**src/rtl/memory_arbiter.sv**
```systemverilog
// Two-requester arbiter for a single-port RAM: CPU has priority, the display is
// forced through after STARVE_LIMIT consecutive denied cycles.
module memory_arbiter #(
    parameter int DATA_WIDTH    = 16,
    parameter int ADDRESS_WIDTH = 16,
    parameter int STARVE_LIMIT  = 4
) (
    input  logic                     clock,
    input  logic                     reset,
    input  logic                     cpu_request,
    input  logic                     cpu_write,
    input  logic [ADDRESS_WIDTH-1:0] cpu_address,
    input  logic [DATA_WIDTH-1:0]    cpu_write_data,
    output logic                     cpu_grant,
    output logic                     cpu_read_valid,
    output logic [DATA_WIDTH-1:0]    cpu_read_data,
    input  logic                     display_request,
    input  logic [ADDRESS_WIDTH-1:0] display_address,
    output logic                     display_grant,
    output logic                     display_read_valid,
    output logic [DATA_WIDTH-1:0]    display_read_data,
    output logic [ADDRESS_WIDTH-1:0] memory_address,
    output logic [DATA_WIDTH-1:0]    memory_write_data,
    output logic                     memory_write_enable,
    input  logic [DATA_WIDTH-1:0]    memory_read_data
);

    localparam int SW = (STARVE_LIMIT < 1) ? 1 : $clog2(STARVE_LIMIT + 1);

    typedef enum logic [1:0] {
        OWNER_NONE,
        OWNER_CPU_READ,
        OWNER_DISPLAY_READ
    } owner_t;

    owner_t                  last_owner;
    logic [SW-1:0]           starve_count;
    logic [DATA_WIDTH-1:0]   cpu_hold;
    logic [DATA_WIDTH-1:0]   display_hold;
    logic                    display_wins;
    logic                    starved;

    assign starved      = (starve_count == SW'(STARVE_LIMIT));
    assign display_wins = display_request && (!cpu_request || starved);

    always_comb begin
        cpu_grant           = 1'b0;
        display_grant       = 1'b0;
        memory_address      = '0;
        memory_write_enable = 1'b0;
        if (!reset) begin
            display_grant       = display_wins;
            cpu_grant           = cpu_request && !display_wins;
            memory_write_enable = cpu_grant && cpu_write;
            if (cpu_grant)
                memory_address = cpu_address;
            else if (display_grant)
                memory_address = display_address;
        end
    end

    assign memory_write_data = cpu_write_data;

    // RAM data arrives in the cycle after the grant, so results pass straight
    // through while valid and are otherwise held from the last valid cycle.
    assign cpu_read_valid     = !reset && (last_owner == OWNER_CPU_READ);
    assign display_read_valid = !reset && (last_owner == OWNER_DISPLAY_READ);

    always_comb begin
        cpu_read_data     = cpu_hold;
        display_read_data = display_hold;
        if (reset) begin
            cpu_read_data     = '0;
            display_read_data = '0;
        end else begin
            if (cpu_read_valid)
                cpu_read_data = memory_read_data;
            if (display_read_valid)
                display_read_data = memory_read_data;
        end
    end

    always_ff @(posedge clock) begin
        if (reset) begin
            last_owner   <= OWNER_NONE;
            starve_count <= '0;
            cpu_hold     <= '0;
            display_hold <= '0;
        end else begin
            if (cpu_read_valid)
                cpu_hold <= memory_read_data;
            if (display_read_valid)
                display_hold <= memory_read_data;

            if (cpu_grant && !cpu_write)
                last_owner <= OWNER_CPU_READ;
            else if (display_grant)
                last_owner <= OWNER_DISPLAY_READ;
            else
                last_owner <= OWNER_NONE;

            if (display_request && !display_grant) begin
                if (!starved)
                    starve_count <= starve_count + SW'(1);
            end else begin
                starve_count <= '0;
            end
        end
    end

endmodule

```
**config.mk**
```make
export PLATFORM = sky130hd
export DESIGN_NAME = memory_arbiter
export DESIGN_NICKNAME = d
export VERILOG_FILES = /design/src/rtl/memory_arbiter.sv
export SDC_FILE = /design/constraint.sdc
export NUM_CORES = 1
export LEC_CHECK = 0
export ABC_CLOCK_PERIOD_IN_PS = 1400
export CAP_MARGIN = 40
export CORE_ASPECT_RATIO = 1.25
export CORE_MARGIN = 1
export CORE_UTILIZATION = 29
export CTS_BUF_LIST = sky130_fd_sc_hd__clkbuf_4 sky130_fd_sc_hd__clkbuf_8 sky130_fd_sc_hd__clkbuf_16
export CTS_CLUSTER_DIAMETER = 200
export DETAILED_ROUTE_END_ITERATION = 10
export PLACE_DENSITY = 0.76
export SLEW_MARGIN = 15
export SYNTH_ARGS = -nofsm -noshare
export SYNTH_HDL_FRONTEND = slang
export SYNTH_SLANG_ARGS = --single-unit
```
**constraint.sdc**
```tcl
create_clock -name clock -period 1.4 [get_ports clock]
set_input_delay 0.14 -clock clock [delete_from_list [all_inputs] [get_ports clock]]
set_output_delay 0.14 -clock clock [all_outputs]
set_load 0.02 [all_outputs]
```
### After elaboration in Yosys (flattened, before gate mapping)

Cells that the tools add are included.

* memories kept: 0
* register bits: 37
* latch bits: 0
* logic and storage cells: 37
* output and inout port bits: 69
* bits in writable memories: 0
* memory bits (read-only): 0

* multiply operators: 0
* shift-type cells: 0
* $add $sub $neg: 1
* reduce and logical (&&, ||, !) cells: 15
* divide/modulo/power cells: 0
* magnitude comparators: 0
* muxes and demuxes: 12
* bitwise logic cells: 1
* equal/unequal tests: 3

Operator list (count)
* 16-bit 2-to-1 mux: 7
* 1-bit logical AND: 7
* 1-bit logical NOT: 5
* 1-bit 2-to-1 mux: 4
* 2-bit OR reduction: 2
* 3-bit by 1-bit adder with 3-bit output, second input constant: 1
* 3-bit equality test, second input constant: 1
* 2-bit by 1-bit equality test with 1-bit output, second input constant: 1
* 2-bit equality test, second input constant: 1
* 2-bit 2-to-1 mux: 1
* 1-bit logical OR: 1
* 1-bit NOT: 1

### Depth between registers and ports, before layout

* word-level depth: 8
* depth in mapped cells: 6

### Least setup slack after synthesis

Ideal clock, no wire load.

* path type: reg2out
* from: register starve_count[0]
* to: output memory_address[0]
* arrival time: 1367 ps
* path slack: -107 ps
* path buffers: 1
* cell stages (with the launch flop): 7
* cells stage by stage: dfxtp_1 -> inv_1 -> ha_1 -> a21boi_2 -> nor2_4 -> buf_4 -> a22o_1

* word-level cells in the longest chain between the ends: 7

RTL lines
* start: declaration: RTL line 37 `logic [SW-1:0] starve_count;`
* start signal: assignment: RTL line 104 `starve_count <= starve_count + SW'(1);`
* 3-bit equality test *: RTL line 43 `assign starved = (starve_count == SW'(STARVE_LIMIT));`
* 1-bit logical OR *: RTL line 44 `assign display_wins = display_request && (!cpu_request || starved);`
* 1-bit logical AND *: RTL line 44
* 1-bit logical NOT: RTL line 53 `cpu_grant = cpu_request && !display_wins;`
* 1-bit logical AND: RTL line 53
* 16-bit 2-to-1 mux *: RTL line 55 `if (cpu_grant)`
* 16-bit 2-to-1 mux *: RTL line 51 `if (!reset) begin`
* end: declaration: RTL line 22 `output logic [ADDRESS_WIDTH-1:0] memory_address,`

Mark *: on every way between the ends. The rest lies on a longest branch, timed or not.

### Worst setup path after layout

* from: register starve_count[1]
* to: output memory_address[5]

Same word-level chain as after synthesis.

==> results by group <==
Clocking
  – Cts hold-fix bufs: 0
  – CTS tree: yes
  – TritonCTS Buffers: 5
  – Skew-Pair Late Insertion Delay: 0.30 ns
  – H-tree depth: 2
  – Worst-case clock buffer depth: 2
  – Root Buffer: clkbuf_8
  – Clock sinks: 37
  – Worst-path clk slew: 0.07 ns

Drt
  – # DRC: 0
  – DRT iter0 DRCs: 82
  – Detail Route Antenna Nets: 0
  – Vias: 1942
  – Wire length per cell: 16.7 um
  – Pre-Repair DR Iteration Count: 4
  – Vias per cell: 4.89
  – Post-Route WL: 6630 um

Global routing
  – Total track usage: 0.185
  – Met2 Usage GRT: 0.347
  – Grt peak-use layer: met2
  – M3 GR Usage: 0.0628
  – First-pass GRT wire length: 8800 um
  – Largest net degree at the start of global routing: 31
  – Vias in the first global route: 1924
  – Final global-route overflow total: 0
  – Global-route met1 utilization: 0.189
  – Initial antenna violation count: 0

Die
  – Initial Utilization: 0.304
  – Core ar.: 5480 um^2
  – Die width: 69.8 um
  – Total Die Area: 6060 um^2
  – Number of I/O pins: 138
  – Number of placement rows: 30
  – Die Y: 86.8 um

Min path
  – Hold_sp: cpu_write_data[9]
  – Worst Hold Class: input pin to primary output
  – Worst Hold Path Cells: 0
  – WHS Endpoint: memory_write_data[9]

Placement
  – Place WS: -0.682 ns
  – Routability-driven placement congestion ratio: 0.769
  – Final HPWL DP: 3740 um
  – PortBufs: 105
  – Dpl cells: 358
  – Placed Area: 2880 um^2

Worst setup path
  – Reg-to-Reg End: cpu_hold[9]$_DFF_P_
  – Critical Setup Path Class: flop to primary output
  – CP endpoint kind: primary output
  – Crit path max fanout: 5
  – Nature of the critical path startpoint: flop
  – Worst reg2reg setup slack: 0 ns
  – Req. time, crit path: 1.26 ns
  – Reg2Reg Depth: 8
  – Critical Path AT: 1.57 ns
  – RR Startpoint: last_owner[0]$_SDFF_PP0_

STA
  – Final TNS setup: -11.41 ns
  – Final setup violation count: 51
  – Worst rel slew slack: 0.712
  – Fmax: 586 MHz
  – Final period util: 1.22
  – Min Clock Period, post-route: 1.71 ns
  – Pins Over Slew Limit: 0
  – Count of final hold-check violations: 0
  – Slew @ Worst Pin: 0.432 ns
  – Worst Setup Slack, final: -0.306 ns
  – RSZ-0062 raised after global routing: yes
  – Hold Slack: 0.280 ns
  – Skew final: 0.00536 ns

Run status
  – Failing checks: negative setup slack
  – Outcome: complete, but fails checks

Synth
  – Mapped cell area: 1670 um^2
  – Mapped Cells: 202
  – Cell type with the highest aggregate area in the netlist: dfxtp_1
  – Yosys warns: 0
  – Register area share after synthesis: 0.444
  – Top-area cell type share of the netlist area: 0.444
  – Distinct cell type count after synthesis: 23
  – Syn_area_per_cell: 8.26 um^2
  – Synth top area cells: dfxtp_1 (44%), nand2_1 (14%), a21oi_1 (9.6%)
  – Yosys reg bits: 37
  – Syn nets: 273

Final layout
  – Diodes inserted: 0
  – Share of layout cells above drive strength 1: 0.613
  – Design area: 3940 um^2
  – Layout area overhead: 136%
  – Final net count: 403
  – FF+latch area: 751 um^2
  – Footprint of the multi-input gates: 1370 um^2
  – Filler cells: 364
  – Fin cells: 397

Flow run
  – Total of max-cap violations: 0

Power
  – Max rail drop VDD: 0.348 mV
  – P_leak: 1.70 nW
  – Cell area power density: 738 nW/um^2
-- flip-flops by register name, indices dropped and copies added (netlist names) --
signal        cells
cpu_hold         16
last_owner        2
display_hold     16
starve_count      3
-- layout make-up --
| cell class | instances | share of cell area |
|---|---|---|
| inverters | 2 | 0.00191 |
| repair buffers | 153 | 0.410 |
| well taps | 64 | 0.0203 |
| clock buffers | 7 | 0.0229 |
| multi-input cells | 133 | 0.347 |
| clock inverters | 1 | 0.00763 |
| flip-flops and latches | 37 | 0.191 |
-- logic make-up (layout without fill, tap and decap cells) --
group                      Yosys count  count (layout)  synth area share
AOI/OAI and AO/OA                   50              50             0.200
buffers and inverters               32             163             0.125
DFF                                 37              37             0.444
and+or+nand+nor                     80              80             0.210
adders and majority gates            2               2            0.0150
muxes                                1               1           0.00600
-- worst max-delay path by stage --
stage	from	endpoint	slack [ns]	cells past startpoint
floorplan	starve_count[0]$_SDFFE_PP0N_	memory_write_enable	0.006	5
global placement	reset	memory_address[10]	-0.67	6
detailed placement	reset	memory_address[10]	-0.68	6
CTS	starve_count[1]$_SDFFE_PP0N_	memory_address[5]	-0.34	7
global route	starve_count[1]$_SDFFE_PP0N_	memory_address[5]	-0.38	7
finish	starve_count[1]$_SDFFE_PP0N_	memory_address[5]	-0.31	7
-- cell usage in the layout, fill, tap and decap left out, types with 6 or more instances in the layout --
cell	netlist	layout
dfxtp_1	37	33
a22o_4	0	9
clkbuf_8	0	6
clkdlybuf4s50_1	0	51
nand2_2	0	7
nand2_4	0	29
a21oi_4	0	20
nand2_1	64	28
buf_4	17	34
a22o_1	16	7
buf_6	2	57
a21oi_2	0	12
buf_12	0	7
-- power by group --
group	total (mW)	internal, mW	switching, mW
sequential	1.10	1.08	0.0160
combinational	0.818	0.444	0.374
clock	0.987	0.600	0.387
-- timing repair --
| item | CTS | global route |
|---|---|---|
| pin swaps | 17 | 43 |
| setup endpoints to repair | 53 | 54 |
| buffers inserted | 14 | 16 |
| gates cloned | 1 | 1 |
| gates resized for setup | 362 | 106 |
-- per-layer routing --
metal	vias up	share of wire
met5	-	0
met4	0	0.019
met3	11	0.083
met2	116	0.55
met1	901	0.35
li1	914	-
-- per-stage QoR --
stage,power [mW],util
after global routing,3.02,0.718
after detailed placement,1.71,0.525
after CTS,2.77,0.603
after floorplan,1.43,-
final,2.90,0.718
after global placement,1.70,0.525
-- synth_stat cells --
cell type  instances
nand2_1           64
dfxtp_1           37
a21oi_1           32
buf_4             17
a22o_1            16
buf_2              6
nor2_1             4
clkbuf_1           3
nand2b_1           3
buf_6              2
clkbuf_2           2
ha_1               2
inv_1              2
nor2b_1            2
nor3b_1            2
a21boi_2           1
a31oi_4            1
and2_1             1
and2b_1            1
and4b_1            1
mux2i_1            1
nand2b_4           1
nor2_4             1
-- critical path, stage by stage (launching register included) --
cell	delay, ns
dfxtp_2	0.34
inv_2	0.04
ha_4	0.17
a21boi_4	0.16
nor2_4	0.08
buf_6	0.13
a22o_4	0.21
buf_6	0.13
Power figures use the tool's default switching activity.
